===== config.mk =====
export PLATFORM = sky130hd
export DESIGN_NAME = multicycle_ctrl
export DESIGN_NICKNAME = d
export VERILOG_FILES = /design/src/rtl/multicycle_ctrl.sv
export SDC_FILE = /design/constraint.sdc
export NUM_CORES = 1
export LEC_CHECK = 0
export BUFFER_PORTS_ARGS = -buffer_cell sky130_fd_sc_hd__buf_2
export CELL_PAD_IN_SITES_DETAIL_PLACEMENT = 1
export CELL_PAD_IN_SITES_GLOBAL_PLACEMENT = 1
export CORE_ASPECT_RATIO = 1.75
export CORE_UTILIZATION = 34
export CTS_BUF_LIST = sky130_fd_sc_hd__clkbuf_8
export CTS_CLUSTER_SIZE = 14
export DETAILED_ROUTE_END_ITERATION = 16
export PLACE_DENSITY_LB_ADDON = 0.1
export SLEW_MARGIN = 20
export SYNTH_ARGS = -nofsm -noshare
export SYNTH_HDL_FRONTEND = slang
export SYNTH_SLANG_ARGS = --single-unit
export TNS_END_PERCENT = 20

===== constraint.sdc =====
create_clock -name clk -period 1.59 [get_ports clk]
set_clock_uncertainty 0.15 [all_clocks]
set_input_delay 0.318 -clock clk [delete_from_list [all_inputs] [get_ports clk]]
set_output_delay 0.318 -clock clk [all_outputs]
set_load 0.1 [all_outputs]

===== src/rtl/multicycle_ctrl.sv =====
// Multicycle control FSM for an RV32I-subset datapath (R-type, I-type ALU, LW, SW, BEQ).
// State, latched instruction fields, MEM wait counter and sticky error flags are registered;
// datapath controls are decoded from the current state and latched fields so that loadPC,
// PCSrc and the MEM-exit decision can respond to Zero/dReady within the same cycle.
module multicycle_ctrl #(
  parameter int unsigned MEM_TIMEOUT = 16
) (
  input  logic        clk,
  input  logic        rst,
  input  logic [31:0] instr,
  input  logic        Zero,
  input  logic        dReady,
  output logic        PCSrc,
  output logic        ALUSrc,
  output logic        RegWrite,
  output logic        MemToReg,
  output logic [3:0]  ALUCtrl,
  output logic        loadPC,
  output logic        MemRead,
  output logic        MemWrite,
  output logic [2:0]  state_o,
  output logic        err_illegal,
  output logic        err_timeout
);

  typedef enum logic [2:0] {
    StIf  = 3'd0,
    StId  = 3'd1,
    StEx  = 3'd2,
    StMem = 3'd3,
    StWb  = 3'd4
  } state_e;

  localparam logic [6:0] OpR   = 7'b0110011;
  localparam logic [6:0] OpI   = 7'b0010011;
  localparam logic [6:0] OpLw  = 7'b0000011;
  localparam logic [6:0] OpSw  = 7'b0100011;
  localparam logic [6:0] OpBeq = 7'b1100011;

  localparam logic [3:0] AluAnd = 4'b0000;
  localparam logic [3:0] AluOr  = 4'b0001;
  localparam logic [3:0] AluAdd = 4'b0010;
  localparam logic [3:0] AluSll = 4'b0011;
  localparam logic [3:0] AluXor = 4'b0100;
  localparam logic [3:0] AluSrl = 4'b0101;
  localparam logic [3:0] AluSub = 4'b0110;
  localparam logic [3:0] AluSlt = 4'b0111;
  localparam logic [3:0] AluSra = 4'b1000;

  localparam int unsigned CntW = $clog2(MEM_TIMEOUT);
  localparam logic [CntW-1:0] CntLast = CntW'(MEM_TIMEOUT - 1);

  state_e          state_q, state_d;
  logic [6:0]      opcode_q, opcode_d;
  logic [2:0]      funct3_q, funct3_d;
  logic [6:0]      funct7_q, funct7_d;
  logic [CntW-1:0] cnt_q, cnt_d;
  logic            err_illegal_q, err_illegal_d;
  logic            err_timeout_q, err_timeout_d;

  logic            illegal;
  logic [3:0]      alu_op;
  logic            is_lw, is_sw;

  assign is_lw = (opcode_q == OpLw);
  assign is_sw = (opcode_q == OpSw);

  // Legality check of the latched opcode/funct fields.
  always_comb begin
    illegal = 1'b0;
    case (opcode_q)
      OpR: begin
        if (funct3_q == 3'b011) begin
          illegal = 1'b1;
        end else if (funct7_q == 7'b0100000) begin
          illegal = !((funct3_q == 3'b000) || (funct3_q == 3'b101));
        end else if (funct7_q != 7'b0000000) begin
          illegal = 1'b1;
        end
      end
      OpI:               illegal = (funct3_q == 3'b011);
      OpLw, OpSw, OpBeq: illegal = 1'b0;
      default:           illegal = 1'b1;
    endcase
  end

  // ALU operation for the latched instruction; instr[30] only selects SUB for R-type ADD.
  always_comb begin
    alu_op = AluAdd;
    case (opcode_q)
      OpR, OpI: begin
        case (funct3_q)
          3'b000:  alu_op = ((opcode_q == OpR) && funct7_q[5]) ? AluSub : AluAdd;
          3'b001:  alu_op = AluSll;
          3'b010:  alu_op = AluSlt;
          3'b100:  alu_op = AluXor;
          3'b101:  alu_op = funct7_q[5] ? AluSra : AluSrl;
          3'b110:  alu_op = AluOr;
          3'b111:  alu_op = AluAnd;
          default: alu_op = AluAdd;
        endcase
      end
      OpBeq:   alu_op = AluSub;
      default: alu_op = AluAdd;
    endcase
  end

  // Next-state logic and control decode.
  always_comb begin
    state_d       = state_q;
    opcode_d      = opcode_q;
    funct3_d      = funct3_q;
    funct7_d      = funct7_q;
    cnt_d         = cnt_q;
    err_illegal_d = err_illegal_q;
    err_timeout_d = err_timeout_q;
    PCSrc         = 1'b0;
    ALUSrc        = 1'b0;
    RegWrite      = 1'b0;
    MemToReg      = 1'b0;
    ALUCtrl       = 4'b0000;
    loadPC        = 1'b0;
    MemRead       = 1'b0;
    MemWrite      = 1'b0;

    if ((state_q == StEx) || (state_q == StMem) || (state_q == StWb)) begin
      ALUCtrl = alu_op;
      ALUSrc  = (opcode_q == OpI) || is_lw || is_sw;
    end

    case (state_q)
      StIf: begin
        opcode_d = instr[6:0];
        funct3_d = instr[14:12];
        funct7_d = instr[31:25];
        state_d  = StId;
      end
      StId: begin
        if (illegal) begin
          loadPC        = 1'b1;
          err_illegal_d = 1'b1;
          state_d       = StIf;
        end else begin
          state_d = StEx;
        end
      end
      StEx: begin
        if (opcode_q == OpBeq) begin
          loadPC  = 1'b1;
          PCSrc   = Zero;
          state_d = StIf;
        end else if (is_lw || is_sw) begin
          cnt_d   = '0;
          state_d = StMem;
        end else begin
          state_d = StWb;
        end
      end
      StMem: begin
        // Strobes stay up through the final wait cycle so a late dReady still completes.
        MemRead  = is_lw;
        MemWrite = is_sw;
        if (dReady) begin
          if (is_lw) begin
            state_d = StWb;
          end else begin
            loadPC  = 1'b1;
            state_d = StIf;
          end
        end else if (cnt_q == CntLast) begin
          loadPC        = 1'b1;
          err_timeout_d = 1'b1;
          state_d       = StIf;
        end else begin
          cnt_d = cnt_q + CntW'(1);
        end
      end
      StWb: begin
        RegWrite = 1'b1;
        MemToReg = is_lw;
        loadPC   = 1'b1;
        state_d  = StIf;
      end
      default: state_d = StIf;
    endcase
  end

  // State, latched fields, wait counter and sticky flags.
  always_ff @(posedge clk or posedge rst) begin
    if (rst) begin
      state_q       <= StIf;
      opcode_q      <= '0;
      funct3_q      <= '0;
      funct7_q      <= '0;
      cnt_q         <= '0;
      err_illegal_q <= 1'b0;
      err_timeout_q <= 1'b0;
    end else begin
      state_q       <= state_d;
      opcode_q      <= opcode_d;
      funct3_q      <= funct3_d;
      funct7_q      <= funct7_d;
      cnt_q         <= cnt_d;
      err_illegal_q <= err_illegal_d;
      err_timeout_q <= err_timeout_d;
    end
  end

  assign state_o     = state_q;
  assign err_illegal = err_illegal_q;
  assign err_timeout = err_timeout_q;

endmodule


== Word level (Yosys, flattened, before mapping) ==
Cells that the tools add are included.
W data, S select, Z words.

* Input bits: 36
* Flip-flop bits (word level): 26
* Logic and storage cells: 83
* Output and inout port bits: 16

* Multiplexer cells: 34
* Bitwise operators: 1
* Add/subtract/negate cells: 1
* Equality and inequality tests: 23
* Reduce and logical (&&, ||, !) cells: 17

{| class="wikitable"
|+ Operators by type and width
! operator !! count
|-
| $pmux W4 S7 || 1
|-
| $mux W4 || 6
|-
| $eq A7 B6 Y1 const B || 3
|-
| $mux W3 || 6
|-
| $pmux W4 S2 || 2
|-
| $eq A3 B3 Y1 const B || 5
|-
| $mux W1 || 15
|-
| $eq A3 B2 Y1 const B || 4
|-
| $pmux W3 S4 || 1
|-
| $eq A7 B2 Y1 const B || 1
|-
| $eq A7 B5 Y1 const B || 1
|-
| $eq A7 B7 Y1 const B || 1
|-
| $reduce_bool A7 Y1 || 1
|-
| $eq A3 B1 Y1 const B || 2
|-
| $logic_not A3 Y1 || 2
|-
| $logic_or A1 B1 Y1 || 6
|-
| $ne A2 B2 Y1 const B || 3
|-
| $reduce_and A5 Y1 || 1
|-
| $add A4 B1 Y4 const B || 1
|-
| $eq A4 B4 Y1 const B || 1
|-
| $pmux W1 S4 || 1
|-
| $ne A3 B2 Y1 const B || 1
|-
| $pmux W1 S3 || 1
|-
| $reduce_and A3 Y1 || 1
|-
| other kinds (9) || 9
|}

== Logic depth before layout (Yosys ltp) ==
Gate-level depths: netlist (run 1).

* Word-level depth: 8
* Gate-level depth with buffers: 5
* Depth with buffers taken out: 5

== Worst setup path before layout (run 1) ==
OpenSTA, ideal clock, no wires.

* Kind: flip-flop to output port
* Start: register state_q[2], in the netlist state_o[2]
* End: output port ALUSrc
* Data arrival time: 5.023 ns
* Buffers on the path: 0
* Cell stages (with the launch flop): 4
* Data required time: 1.122 ns
* Slack: -3.901 ns
* Cell sequence: dfrtp_1 > nor3b_2 > o21ai_1 > a211oi_1

* Word-level cells in the longest chain between the ends: 4
* Elaborated cells on any way between the ends: 6

{| class="wikitable"
|+ RTL lines
! element !! RTL line !! source
|-
| from (decl) || 53 || <nowiki>state_e state_q, state_d;</nowiki>
|-
| from (signal assigned) || 191 || <nowiki>state_q <= StIf;</nowiki>
|-
| from (signal assigned) || 199 || <nowiki>state_q <= state_d;</nowiki>
|-
| $eq A3 B2 Y1 || 126 || <nowiki>if ((state_q == StEx) || (state_q == StMem) || (state_q == StWb)) begin</nowiki>
|-
| $logic_or A1 B1 Y1 || 126 ||
|-
| $logic_or A1 B1 Y1 * || 126 ||
|-
| $mux W1 * || 126 ||
|-
| to (decl) || 14 || <nowiki>output logic ALUSrc,</nowiki>
|}

Every way passes the cells marked *; elsewhere a longest branch is shown, timed or not.

== Worst setup path after layout (run 1) ==
* Start: register opcode_q[3]
* End: output port loadPC

* Word-level cells in the longest chain between the ends: 5
* Elaborated cells on any way between the ends: 12

{| class="wikitable"
|+ RTL lines
! element !! RTL line !! source
|-
| from (decl) || 54 || <nowiki>logic [6:0] opcode_q, opcode_d;</nowiki>
|-
| from (signal assigned) || 200 || <nowiki>opcode_q <= opcode_d;</nowiki>
|-
| $eq A7 B2 Y1, or another cell as far along || 65, 71 ||
|-
| $reduce_or A3 Y1 || 71 || <nowiki>case (opcode_q)</nowiki>
|-
| $pmux W1 S3 || 71 ||
|-
| $mux W1 || 139 || <nowiki>if (illegal) begin</nowiki>
|-
| $pmux W1 S4 * || 131 || <nowiki>case (state_q)</nowiki>
|-
| to (decl) || 18 || <nowiki>output logic loadPC,</nowiki>
|}

Marked as above.

==> results.cfg, run 1 <==
[outcome]
status = complete, but fails checks
violations = setup timing

[setup_path]
r2r_cells = 6
endpoint_kind = primary output
critPathArrivalTime_ns = 1.92
reg2reg_slack_ns = -0.29
cp.required_ns = 1.12
reg2reg_to = cnt_q[0]
path_max_fanout = 3
rr_startpoint = opcode_q[3]
setup.worst_path.class = reg2out
critPathLaunchType = flop

[pwr]
clkPwrFrac = 0.118
p_comb_frac = 0.627
seq_power_share = 0.256
p_switching_mw = 2.15
swShare = 0.435
p_per_area_mw_per_mm2 = 1830
power_mw = 4.95
ir_drop_mv = 1.16
p_int_mw = 2.80
p_leak_nw = 1.18

[hold_path]
min_from = instr[5]
hold_path_depth = 3
hp-class = in2reg
min_to = opcode_q[5]

[clocking]
cts_buffers = 3
clk_pin_slew_worst_paths_ns = 0.10
cts_tree = yes
htreeDepth = 1
cts_buffer_depth = 2
insertion_delay_ns = 0.28
clock-sinks = 26
cts_root_buffer = clkbuf_8

[global_route]
met1_usage = 0.272
grt_pass1_wl_um = 8720
grt_max_degree = 27
met3_usage = 0.0262
antenna_found_initial = 0
grt_pass1_vias = 1763
use_met2 = 0.548
grt.busiest_layer = met2
grt_usage = 0.274
grt.overflow.total = 0

[timing]
final-max-slew-violation-count = 0
final.setup.worst_slack_ns = -0.799
max-slew-margin-rel = 0.678
whs_ns = 0.0896
rsz0062_at_grt = true
fmax_mhz = 419
min_period_ns = 2.39
fin_tns_setup_ns = -11.13
tightest_slew_ns = 0.486
setup_viol_count_final = 37
hold_viol_final = 0
period_share = 1.50

[synthesis]
synthesis.area_sq_mm = 0.00141
yosysSeqAreaShare = 0.461
synth_area_leaders = dfrtp_1 46%, mux2_2 12%, nand2_1 2.7%, a31oi_1 2.2%, nand2b_1 2.2%
ys_async_sr_fraction = 1.00
synth_warnings = 0
synth_cell_types = 39
synth.top_cell.area_share = 0.461
postSynthCellCount = 137
ys_seq_elements = 26
synth.most_common_cell = dfrtp_1
syn-num-nets = 174
avgSynthCellArea_sq_um = 10.3
synth_common_cells = 26 x dfrtp_1, 15 x mux2_2, 10 x nand2_1, 8 x nor2_1, 6 x nor3_1
yosys.area.top_type = dfrtp_1
ys.flop_type = dfrtp_1
synth_enable_flop_cells = 0

[layout]
nets = 262
fillCellCount = 409
final_cells = 272
fin_area_sq_mm = 0.00270
drive_gt1_frac = 0.652
final_util = 0.684
areaGrowthSynthToFinish_pct = 91.1
n_antenna_cell = 0

[detailed_routing]
via_per_inst = 5.65
drc_errors = 0
drt-pass1-iter-count = 4
drtAntennaViolNets = 0
drt_iter0_markers = 22
wl_per_cell_um = 21.6
vias = 1538
wl_um = 5870

[placed_design]
hpwl_um = 3770
dp.cells = 259
place_area_sq_mm = 0.00230
pre_cts_ws_ns = -0.533
port_buffers = 36
place_congestion = 0.859

[die]
die_area_sq_mm = 0.00442
initial_core_util = 0.358
die_y_um = 87.2
fp.dieW_um = 50.7
num_io_pins = 52
rows = 30
coreArea_sq_mm = 0.00394

[job]
cap_violations = 0
[metal layers]
| metal | vias to the layer above | share of wire | wire [um] |
|---|---|---|---|
| li1 | 684 | - | - |
| met1 | 795 | 0.34 | 2000 |
| met2 | 43 | 0.61 | 3570 |
| met3 | 16 | 0.021 | 125 |
| met4 | 0 | 0.030 | 178 |
| met5 | - | 0 | 0 |
[placed cells by master, fill, tap and decap left out, types with 4 or more instances in the layout]
master / count
buf_12: 16
nand2_1: 10
buf_4: 38
mux2_4: 12
nor3_4: 4
buf_2: 21
nor2b_1: 4
nor2_1: 5
dfrtp_1: 21
buf_6: 14
a21oi_1: 4
[sequential cells by signal, summed over array words and instances, names as in the netlist]
register / count
funct7_q: 7
opcode_q: 7
funct3_q: 3
cnt_q: 4
err_illegal: 1
state_o: 3
err_timeout: 1
[layout make-up]
| type | count | area [sq um] | share of cell area |
|---|---|---|---|
| repair buffers | 90 | 878 | 0.326 |
| flip-flops and latches | 26 | 664 | 0.246 |
| well taps | 48 | 60.1 | 0.0223 |
| multi-input cells | 101 | 1010 | 0.375 |
| clock inverters | 1 | 30.0 | 0.0111 |
| clock buffers | 3 | 41.3 | 0.0153 |
| inverters | 3 | 11.3 | 0.00417 |
[worst max path at each step]
stage	start	end	slack, ns	depth (start not counted)
2_1_floorplan	state_o[2]	ALUSrc	-1.58	3
3_3_place_gp	opcode_q[3]	loadPC	-0.45	5
3_5_place_dp	opcode_q[3]	MemWrite	-0.53	5
4_1_cts	opcode_q[3]	loadPC	-0.74	5
5_1_grt	opcode_q[3]	loadPC	-0.81	5
6_report	opcode_q[3]	loadPC	-0.80	5
[cell families (layout without fill, tap and decap cells)]
group	count (synthesis)	count (layout)	share of synthesized area
AND/OR/NAND/NOR	57	57	0.237
AO/OA/AOI/OAI	26	26	0.125
flip-flops	26	26	0.461
multiplexers	15	15	0.120
buffers and inverters	10	97	0.0363
XOR/XNOR	2	2	0.0124
adder cells (fa/ha/maj)	1	1	0.00886
[power groups by stage]
| stage | Combinational, mW | Sequential [mW] | Clock, mW |
|---|---|---|---|
| after floorplan | 1.28 | 1.28 | 0 |
| after global placement | 2.43 | 1.17 | 0 |
| after detailed placement | 2.53 | 1.20 | 0 |
| after CTS | 2.83 | 1.23 | 0.580 |
| after global routing | 3.26 | 1.29 | 0.601 |
| final | 3.10 | 1.26 | 0.583 |
[critical path, stage by stage, from the launching register on]
cell	delay (ns)
dfrtp_1	0.41
nand4bb_4	0.26
or3_4	0.37
o2111ai_2	0.17
nand4_1	0.20
buf_12	0.23
[timing repair]
action                                  in CTS  in global routing
endpoints found under the setup margin      36                 37
resized for setup                           31                 24
hold buffers                                 1                  0
setup buffers                                6                  2
hold endpoints to repair                    26                  0
gates cloned                                 0                  0
pin swaps                                    9                  4
No activity file was read; power rests on OpenSTA's default activity.
==> run 2, diff against run 1 <==
Settings changed: CTS_CLUSTER_DIAMETER set to 120, SETUP_SLACK_MARGIN set to 0.1.
==> run 2 against run 1 <==
  * The flow still finishes with violations (setup timing)
  * First-iteration DRC count up 9.1%
  * Combinational power about the same
  * Sequential power about the same
  * Register-to-register slack worse by 0.05 ns
  * Critical path type unchanged
  * Critical endpoint unchanged
  * Largest power group unchanged
==> results.cfg, run 2 (synthesized netlist as in run 1, its figures left out) <==
[outcome]
status = complete, but fails checks
violations = setup timing

[global_route]
grt_usage = 0.281
grt_pass1_vias = 1754
grt.overflow.total = 0
met1_usage = 0.274
use_met2 = 0.558
grt_pass1_wl_um = 8840
met3_usage = 0.0279
grt.busiest_layer = met2
grt_max_degree = 27
antenna_found_initial = 0

[setup_path]
path_max_fanout = 3
slowest_stage = dfrtp_1
setup.worst_path.class = reg2out
endpoint_kind = primary output
critPathArrivalTime_ns = 1.93
max_stage_delay_ns = 0.41
worstPathCellList = nand4bb_4 -> or3_4 -> o2111ai_2 -> nand4_1 -> buf_12
cp.required_ns = 1.12
critPathLaunchType = flop

[placed_design]
place_congestion = 0.859
hpwl_um = 3770
port_buffers = 36
pre_cts_ws_ns = -0.533

[layout]
top_regs = funct7_q x7, opcode_q x7, cnt_q x4
drive_gt1_frac = 0.652
mostFrequentLayoutCells = 38 x buf_4, 21 x dfrtp_1, 20 x buf_2, 16 x buf_12, 15 x buf_6
n_antenna_cell = 0
nets = 262
final_common_cell = buf_4
areaGrowthSynthToFinish_pct = 91.5

[pwr]
p_comb_frac = 0.628
p_switching_mw = 2.18
ir_drop_mv = 1.13
p_per_area_mw_per_mm2 = 1840
seq_power_share = 0.257
p_leak_nw = 1.18
swShare = 0.438
clkPwrFrac = 0.115
p_int_mw = 2.79

[timing]
final.setup.worst_slack_ns = -0.805
min_period_ns = 2.39
fmax_mhz = 418
period_share = 1.51
tightest_slew_ns = 0.418
hold_viol_final = 0
rsz0062_at_grt = true
setup_viol_count_final = 36
max-slew-margin-rel = 0.717
fin_tns_setup_ns = -11.09
final-max-slew-violation-count = 0

[die]
rows = 30
coreArea_sq_mm = 0.00394
fp.dieW_um = 50.7
die_y_um = 87.2
die_area_sq_mm = 0.00442
initial_core_util = 0.358
num_io_pins = 52

[detailed_routing]
vias = 1522
drt_iter0_markers = 24
drtAntennaViolNets = 0
wl_per_cell_um = 22.0
drt-pass1-iter-count = 4
wl_um = 5980
via_per_inst = 5.60
drc_errors = 0

[clocking]
clock-sinks = 26
cts_tree = yes
htreeDepth = 1
cts_root_buffer = clkbuf_8
clk_pin_slew_worst_paths_ns = 0.10
cts_buffer_depth = 2
insertion_delay_ns = 0.28
cts_buffers = 3

[job]
cap_violations = 0

[hold_path]
hp-class = in2reg
-- run 2: per-stage QoR --
stage	instances	cell area (sq um)	util	total power [mW]	hold WS [ns]
after floorplan	137	1530	-	2.57	0.208
after global placement	259	2300	0.584	3.61	0.237
after detailed placement	259	2300	0.584	3.73	0.259
after CTS	270	2600	0.660	4.69	0.0871
after global routing	272	2700	0.686	5.17	0.112
final	272	2700	0.686	4.97	0.0895
-- run 2: layout make-up --
class | instances | area, sq um
Clock buffer | 3 | 41.3
Clock inverter | 1 | 30.0
Fill cell | 409 | 1240
Inverter | 3 | 11.3
Multi-Input combinational cell | 101 | 1010
Sequential cell | 26 | 664
Tap cell | 48 | 60.1
Timing Repair Buffer | 90 | 885
-- run 2: power by group through the flow --
stage | Clock [mW] | Combinational [mW] | Sequential [mW]
floorplan | 0 | 1.28 | 1.28
global placement | 0 | 2.43 | 1.17
detailed placement | 0 | 2.53 | 1.20
CTS | 0.580 | 2.87 | 1.24
global route | 0.594 | 3.28 | 1.30
finish | 0.570 | 3.12 | 1.28
-- run 2: per-layer routing --
layer | wire [um] | part of all wire
met4 | 202 | 0.034
met5 | 0 | 0
met2 | 3500 | 0.59
met1 | 2120 | 0.35
met3 | 159 | 0.027
-- run 2: critical path, delay by kind of cell (launching register included) --
kind | cells | cell delay (ns)
AOI/OAI and AO/OA | 1 | 0.19
and+or+nand+nor | 3 | 0.83
DFF | 1 | 0.41
buffers and inverters | 1 | 0.23
-- run 2: final timing paths --
check	endpoint	slack (ns)	cells past startpoint	startpoint
max	loadPC	-0.80	5	opcode_q[3]
min	opcode_q[5]	0.09	3	instr[5]
max reg2reg	cnt_q[0]	-0.34	6	opcode_q[3]
min reg2reg	err_timeout	0.35	1	err_timeout
max in group asynchronous	state_o[0]	0.45	4	rst
min in group asynchronous	state_o[2]	0.55	4	rst
-- run 2: timing repair --
item	in CTS	in global routing
hold buffers	1	0
gates resized for setup	36	20
endpoints found under the setup margin	39	39
setup buffers	6	2
endpoints found under the hold margin	26	0
pin swaps	11	6
cloned	0	0
